--- src/rtl/pll_lock_sequencer.sv ---
// PLL bring-up sequencer for an iCE40 SB_PLL40_CORE.
// Pulses the PLL reset, waits for a synchronised LOCK, holds the design reset until lock has
// been stable, retries on lock timeout and restarts on loss of lock. Runs on the PLL
// reference clock only.
// Optional feature: define PLL_LOCK_SEQ_BYPASS_FALLBACK_EN to fall back to PLL bypass (design
// runs on the reference clock) instead of parking in FAIL when retries are exhausted.
module pll_lock_sequencer #(
    parameter int unsigned RESET_CYCLES  = 16,
    parameter int unsigned LOCK_TIMEOUT  = 65536,
    parameter int unsigned STABLE_CYCLES = 1024,
    parameter int unsigned MAX_RETRIES   = 3
) (
    input  logic       clock_in,
    input  logic       rst_n,
    input  logic       pll_lock,
    output logic       pll_resetb,
    output logic       pll_bypass,
    output logic       rst,
    output logic       locked,
    output logic       fail,
    output logic [3:0] retry_count
);

    localparam int unsigned MaxRt   = (RESET_CYCLES > LOCK_TIMEOUT) ? RESET_CYCLES : LOCK_TIMEOUT;
    localparam int unsigned MaxCyc  = (MaxRt > STABLE_CYCLES) ? MaxRt : STABLE_CYCLES;
    localparam int unsigned CntW    = $clog2(MaxCyc) + 1;

    localparam logic [CntW-1:0] ResetLast   = CntW'(RESET_CYCLES - 1);
    localparam logic [CntW-1:0] TimeoutLast = CntW'(LOCK_TIMEOUT - 1);
    localparam logic [CntW-1:0] StableLast  = CntW'(STABLE_CYCLES - 1);
    localparam logic [4:0]      MaxRetries  = 5'(MAX_RETRIES);

    typedef enum logic [2:0] {
        StResetPll,
        StWaitLock,
        StStable,
        StRun,
        StFail
`ifdef PLL_LOCK_SEQ_BYPASS_FALLBACK_EN
        ,
        StBypass
`endif
    } state_e;

    state_e          state_q, state_d;
    logic [CntW-1:0] cnt_q, cnt_d;
    logic [3:0]      retry_q, retry_d;
    logic [4:0]      retry_inc;
    logic            sync1_q, lock_s;

    logic resetb_q, resetb_d;
    logic rst_q, rst_d;
    logic locked_q, locked_d;
    logic fail_q, fail_d;

    // Two-flop synchroniser for the asynchronous PLL LOCK pin.
    always_ff @(posedge clock_in or negedge rst_n) begin
        if (!rst_n) begin
            sync1_q <= 1'b0;
            lock_s  <= 1'b0;
        end else begin
            sync1_q <= pll_lock;
            lock_s  <= sync1_q;
        end
    end

    // State, shared counter and retry counter registers.
    always_ff @(posedge clock_in or negedge rst_n) begin
        if (!rst_n) begin
            state_q <= StResetPll;
            cnt_q   <= '0;
            retry_q <= '0;
        end else begin
            state_q <= state_d;
            cnt_q   <= cnt_d;
            retry_q <= retry_d;
        end
    end

    // Next-state, counter and retry bookkeeping.
    always_comb begin
        state_d   = state_q;
        cnt_d     = cnt_q + CntW'(1);
        retry_d   = retry_q;
        // Unsaturated increment so MAX_RETRIES=15 can still be exceeded.
        retry_inc = {1'b0, retry_q} + 5'd1;
        unique case (state_q)
            StResetPll: begin
                if (cnt_q == ResetLast) begin
                    state_d = StWaitLock;
                end
            end
            StWaitLock: begin
                if (lock_s) begin
                    state_d = StStable;
                end else if (cnt_q == TimeoutLast) begin
                    retry_d = (retry_q == 4'hF) ? retry_q : retry_inc[3:0];
                    if (retry_inc > MaxRetries) begin
`ifdef PLL_LOCK_SEQ_BYPASS_FALLBACK_EN
                        state_d = StBypass;
`else
                        state_d = StFail;
`endif
                    end else begin
                        state_d = StResetPll;
                    end
                end
            end
            StStable: begin
                if (!lock_s) begin
                    state_d = StWaitLock;
                end else if (cnt_q == StableLast) begin
                    state_d = StRun;
                    retry_d = '0;
                end
            end
            StRun: begin
                cnt_d = '0;
                if (!lock_s) begin
                    state_d = StResetPll;
                end
            end
            StFail: begin
                cnt_d = '0;
            end
`ifdef PLL_LOCK_SEQ_BYPASS_FALLBACK_EN
            StBypass: begin
                // Count up to the release point, then hold.
                if (cnt_q == StableLast) begin
                    cnt_d = cnt_q;
                end
            end
`endif
            default: begin
                state_d = StResetPll;
            end
        endcase
        if (state_d != state_q) begin
            cnt_d = '0;
        end
    end

    // Output decode from the next state so outputs change on the same edge as the state.
    always_comb begin
        resetb_d = 1'b0;
        rst_d    = 1'b1;
        locked_d = 1'b0;
        fail_d   = 1'b0;
        unique case (state_d)
            StResetPll: resetb_d = 1'b0;
            StWaitLock: resetb_d = 1'b1;
            StStable:   resetb_d = 1'b1;
            StRun: begin
                resetb_d = 1'b1;
                rst_d    = 1'b0;
                locked_d = 1'b1;
            end
            StFail:     fail_d   = 1'b1;
`ifdef PLL_LOCK_SEQ_BYPASS_FALLBACK_EN
            StBypass: begin
                resetb_d = 1'b1;
                fail_d   = 1'b1;
                rst_d    = !((state_q == StBypass) && (cnt_q == StableLast));
            end
`endif
            default:    resetb_d = 1'b0;
        endcase
    end

    // Output registers.
    always_ff @(posedge clock_in or negedge rst_n) begin
        if (!rst_n) begin
            resetb_q <= 1'b0;
            rst_q    <= 1'b1;
            locked_q <= 1'b0;
            fail_q   <= 1'b0;
        end else begin
            resetb_q <= resetb_d;
            rst_q    <= rst_d;
            locked_q <= locked_d;
            fail_q   <= fail_d;
        end
    end

`ifdef PLL_LOCK_SEQ_BYPASS_FALLBACK_EN
    logic bypass_q;

    // Bypass pin register, high only in the fallback state.
    always_ff @(posedge clock_in or negedge rst_n) begin
        if (!rst_n) begin
            bypass_q <= 1'b0;
        end else begin
            bypass_q <= (state_d == StBypass);
        end
    end

    assign pll_bypass = bypass_q;
`else
    assign pll_bypass = 1'b0;
`endif

    assign pll_resetb  = resetb_q;
    assign rst         = rst_q;
    assign locked      = locked_q;
    assign fail        = fail_q;
    assign retry_count = retry_q;

endmodule

--- config.mk ---
export PLATFORM = sky130hd
export DESIGN_NAME = pll_lock_sequencer
export DESIGN_NICKNAME = d
export VERILOG_FILES = /design/src/rtl/pll_lock_sequencer.sv
export SDC_FILE = /design/constraint.sdc
export NUM_CORES = 1
export LEC_CHECK = 0
export ABC_AREA = 0
export ABC_CLOCK_PERIOD_IN_PS = 3000
export BUFFER_PORTS_ARGS = -buffer_cell sky130_fd_sc_hd__buf_2
export CORE_UTILIZATION = 50
export DETAILED_ROUTE_END_ITERATION = 10
export PLACE_DENSITY = 0.71
export SETUP_SLACK_MARGIN = 0.3
export SYNTH_ARGS = -nofsm -noshare
export SYNTH_HDL_FRONTEND = slang
export SYNTH_SLANG_ARGS = --single-unit
export TNS_END_PERCENT = 1
--- constraint.sdc ---
create_clock -name clock_in -period 3 [get_ports clock_in]
set_input_delay 0.6 -clock clock_in [delete_from_list [all_inputs] [get_ports clock_in]]
set_output_delay 0.6 -clock clock_in [all_outputs]
set_load 0.01 [all_outputs]
* Word-level counts from Yosys, hierarchy flattened
Cells that the tools add are included.
Storage, ports and cells: bits in registers 30, latch bits 0, bits in writable memories 0, bits in read-only memories 0, bits of input ports 3, memories kept 0
Cells by class: add/subtract/negate cells 2, multipliers 0, divide/modulo/power cells 0, order comparisons 1, eq/ne operators 18, shift operators 0, mux-type cells 20, bitwise gates (word level) 0, reductions and logical operators 5
Operator list (number):
- $mux W17 | 2
- $mux W3 | 7
- $mux W4 | 5
- $add A17 B1 Y17 const B | 1
- $eq A17 B10 Y1 const B | 1
- $eq A17 B16 Y1 const B | 1
- $eq A17 B4 Y1 const B | 1
- $pmux W3 S5 | 1
- $eq A3 B2 Y1 const B | 4
- $ne A2 B2 Y1 const B | 5
- $pmux W4 S2 | 1
- $eq A3 B1 Y1 const B | 2
- $eq A3 B3 Y1 const B | 2
- $reduce_and A6 Y1 | 1
- $add A4 B1 Y5 const B | 1
- $gt A5 B2 Y1 const B | 1
- $eq A4 B4 Y1 const B | 1
- $mux W1 | 4
- $logic_not A3 Y1 | 1
- $ne A3 B3 Y1 | 1
- $reduce_or A3 Y1 | 1
- $reduce_bool A2 Y1 | 1
- $reduce_or A2 Y1 | 1

* Logic depth before layout (Yosys ltp)
depth after elaboration 9, depth in mapped cells 9

* Worst setup path before layout
OpenSTA, ideal clock, no wires.
path kind reg2reg, start reg cnt_q[0], end reg retry_q[1] (netlist: retry_count[1]), library setup time 0.076 ns, arrival 2.712 ns, required time 2.924 ns, setup slack 0.212 ns, cell stages (with the launch flop) 10, buffers on the path 0, clock period less this slack 2.788 ns, path through dfrtp_1 ha_1 nand2_1 or4_4 nor3_1 ha_1 nand3b_1 or4_1 or3b_2 o21ai_1
On the way: word-level cells in the longest chain between the ends 3, elaborated cells between the ends (all ways) 5
Ends and longest elaborated chain:
- from (decl) | line 46 | logic [CntW-1:0] cnt_q, cnt_d;
- from (signal assigned) | line 75 | cnt_q <= cnt_d;
- $eq A17 B10 Y1 or $eq A17 B16 Y1 (tied branches) | line 112, 96
- $ne A2 B2 Y1 (no line)
- $reduce_and A6 Y1 (no line) *
- to (signal assigned) | line 76 | retry_q <= retry_d;
- to (decl) | line 47 | logic [3:0] retry_q, retry_d;
Mark *: on every way between the ends. The rest lies on a longest branch, timed or not. A chain may end at the register's enable or synchronous reset.

* Worst setup path after layout
start reg cnt_q[1], end reg retry_q[1] (netlist: retry_count[1])
The elaborated chain is that of the path after synthesis.

==> impl_metrics.py <==
metrics = {
    "worst_setup_path": {
        "worst-path-buf-inv": 0,
        "cp_top_family": "simple AND/OR/NAND/NOR gates",
        "crit_chain": "ha_4, nand2_4, or4_4, nor3_2, ha_2, nand3b_1, or4_4, or3b_4, o21ai_2",
        "cp.arrival_ns": 3.00,
        "startpoint_type": "flip-flop",
        "required_ns": 3.25,
        "crit_fanout": 5,
        "criticalPathCategory": "reg2reg",
        "worst_setup_path_end_kind": "flip-flop",
        "crit_slowest_cell": "or4_4",
        "slowest_delay_ns": 0.56,
        "crit_top_cell": "or4_4",
    },
    "layout": {
        "fin_nets": 178,
        "area_growth_pct": 12.21,
        "fin_cells": 203,
        "drive_above_1_share": 0.2209,
        "diodes": 0,
    },
    "logic_synthesis": {
        "yosysTopAreaCell": "dfrtp_1",
        "postSynthCellCount": 152,
        "ys.warnings.count": 0,
        "synthFlopType": "dfrtp_1",
        "synth_nets": 159,
        "async_flop_share": 1.000,
        "avgSynthCellArea_sq_um": 10.18,
        "ys_seq_elements": 30,
        "syn_area_sq_mm": 0.001548,
        "yosysSeqAreaShare": 0.4859,
        "ys_top_cells_by_area": "dfrtp_1, nor3_1, xnor2_1",
        "netlist.area_leader.share": 0.4689,
        "synth.distinct_cells": 40,
        "synth_edf_count": 0,
    },
    "pwr": {
        "p_sw_w": 0.0003454,
        "p_sw_frac": 0.3384,
        "vdd_drop_max_uv": 415.5,
        "seq_power_share": 0.515,
        "p_per_area_mw_per_mm2": 587.8,
        "pwr-share-clk": 0.220,
        "p_comb_frac": 0.264,
        "internal_power_w": 0.0006753,
        "power.leakage_nw": 0.7967,
    },
    "grt": {
        "antenna_found_initial": 0,
        "gr-total-overflow": 0,
        "grt_use_total": 0.2019,
        "grt_max_degree": 31,
        "grt_pass1_vias": 1162,
        "grt_pass1_wl_mm": 5.009,
    },
    "placement": {
        "port_buffers": 10,
        "gp_congestion": 0.8756,
        "dpl.hpwl_mm": 1.958,
        "dpl.cell_count": 189,
    },
    "detailed_routing": {
        "first_iter_violations": 63,
        "via_per_inst": 5.828,
        "wl_per_cell_um": 14.57,
        "drc": 2,
        "drtPass1Iterations": 7,
        "wl_mm": 2.958,
        "vias": 1183,
        "drtAntennaViolNets": 0,
    },
    "die": {
        "coreArea_sq_mm": 0.002853,
        "die_h_um": 57.64,
        "io-pin-count": 12,
        "die_area_sq_mm": 0.003322,
        "start_util": 0.5425,
        "die_w_um": 57.64,
        "fp-row-count": 19,
    },
    "sta": {
        "fin_skew_ns": 0.01187,
        "tightest_slew_ns": 0.6413,
        "relSlewSlack": 0.5725,
        "min_period_ns": 2.747,
        "min_period_over_period": 0.9155,
        "setup_viol": 0,
        "rsz0062_at_grt": "yes",
        "max_freq_mhz": 364.1,
        "tns_ns": 0,
        "hold_viol_final": 0,
        "drv_slew": 0,
    },
    "cts": {
        "clock_sinks": 30,
        "ctsHtreeMaxLevel": 2,
        "clk_pin_slew_worst_paths_ns": 0.10,
        "cts_tree": "built",
        "clkLatencyLatePin_ns": 0.33,
        "cts_made_buffers": 5,
        "cts_root_buf": "clkbuf_4",
        "holdBufCountCts": 0,
        "clockBufferDepth": 2,
    },
    "min_path": {
        "hold_path.class": "in2async",
    },
    "run": {
        "cap_viol_max_count": 0,
    },
    "status": {
        "status": "complete, but fails checks",
        "violations": "DRC",
    },
}
## per-stage QoR
stage	hold WS, ns	power [W]	util	worst slack [ns]	area, sq um
after global routing	0.3307	0.001087	0.6088	0.1438	1737
final	0.2845	0.001021	0.6088	0.2534	1737
after floorplan	0.3044	0.0006879	-	0.3447	1562
after CTS	0.3019	0.0009966	0.5943	0.2835	1695
after global placement	0.3328	0.0007264	0.5667	0.2655	1617
after detailed placement	0.3379	0.0007397	0.5667	0.2017	1617
## path summary, 6_finish.rpt
check,from,end,slack (ns),cells past startpoint
max in group asynchronous,rst_n,pll_resetb,2.29,1
min in group clock_in,sync1_q,lock_s,0.35,0
max,cnt_q[1],retry_count[1],0.25,9
max reg2reg,cnt_q[1],retry_count[1],0.25,9
min reg2reg,sync1_q,lock_s,0.35,0
min,rst_n,cnt_q[11],0.28,1
## power by group through the flow
| stage | clock [W] | combinational [W] | sequential [W] |
|---|---|---|---|
| 2_1_floorplan | 0 | 0.000177 | 0.000511 |
| 4_1_cts | 0.000230 | 0.000247 | 0.000520 |
| 5_1_grt | 0.000247 | 0.000307 | 0.000532 |
| 3_5_place_dp | 0 | 0.000211 | 0.000529 |
| 6_report | 0.000225 | 0.000270 | 0.000526 |
| 3_3_place_gp | 0 | 0.000202 | 0.000525 |
## layout make-up
cell class,count,area [sq um]
multi-input combinational,108,762.0
timing repair buffer,16,95.09
tap,31,38.79
clock buffer,6,41.29
inverter,10,37.54
sequential,30,752.0
fill,241,1116
clock inverter,2,10.01
## cells in the mapped netlist, types with 4 or more instances
library cell	count
nor3_1	18
nor2_1	4
o21ai_0	6
nand2_1	8
xnor2_1	6
and3_1	5
xor2_1	4
a211oi_1	4
nand3_1	7
inv_1	10
a21oi_1	5
ha_1	4
or3_1	6
dfrtp_1	29
## repair_timing
item                       CTS  global route
setup endpoints to repair    1             1
gates resized for setup      2             3
setup buffers                2             4
pin swaps                    1             6
## cell usage in the layout, fill, tap and decap left out, drive strengths merged, types with 2 or more instances in the layout
master | synthesis | final
nor4 | 2 | 2
a31oi | 3 | 3
and3 | 5 | 5
clkbuf | 1 | 6
or3 | 6 | 6
o21ai | 7 | 7
nor2 | 4 | 4
a211oi | 4 | 4
a21boi | 2 | 2
nor3 | 18 | 18
xor2 | 4 | 4
a21oi | 6 | 6
xnor2 | 6 | 6
nand3 | 8 | 8
or4 | 3 | 3
nand4 | 3 | 3
clkinv | 0 | 2
a21o | 2 | 2
dfrtp | 29 | 29
nand2 | 8 | 8
buf | 3 | 16
or3b | 2 | 2
nor3b | 2 | 2
inv | 10 | 10
ha | 4 | 4
## metal layers
| layer | wire length, um | share of wire | up-vias | track usage |
|---|---|---|---|---|
| met5 | 0 | 0 | - | 0 |
| met4 | 61 | 0.021 | 0 | 0.1185 |
| met3 | 101 | 0.034 | 7 | 0.05134 |
| met2 | 1486 | 0.50 | 23 | 0.3140 |
| met1 | 1308 | 0.44 | 566 | 0.2563 |
| li1 | - | - | 587 | - |
## logic make-up after synthesis
| logic type | synth area share |
|---|---|
| compound gates | 0.1261 |
| flops | 0.4859 |
| fa+ha+maj | 0.03234 |
| buf+inv | 0.04608 |
| mux | 0.006468 |
| other cells | 0.002423 |
| xor+xnor | 0.05659 |
| simple gates | 0.2441 |
## flip-flops by register name (all words and copies together) (netlist names)
register,cells
cnt_q,17
retry_count,4
state_q,3
fail,1
lock_s,1
locked,1
pll_resetb,1
rst,1
sync1_q,1
## worst register-to-register path: cells and delay by family (launching register included)
kind / cells / cell delay [ns]
AND/OR/NAND/NOR: 6 / 1.82
adder cells (fa/ha/maj): 2 / 0.37
flip-flops: 1 / 0.42
AO/OA/AOI/OAI: 1 / 0.06
(Power assumes the default switching activity.)
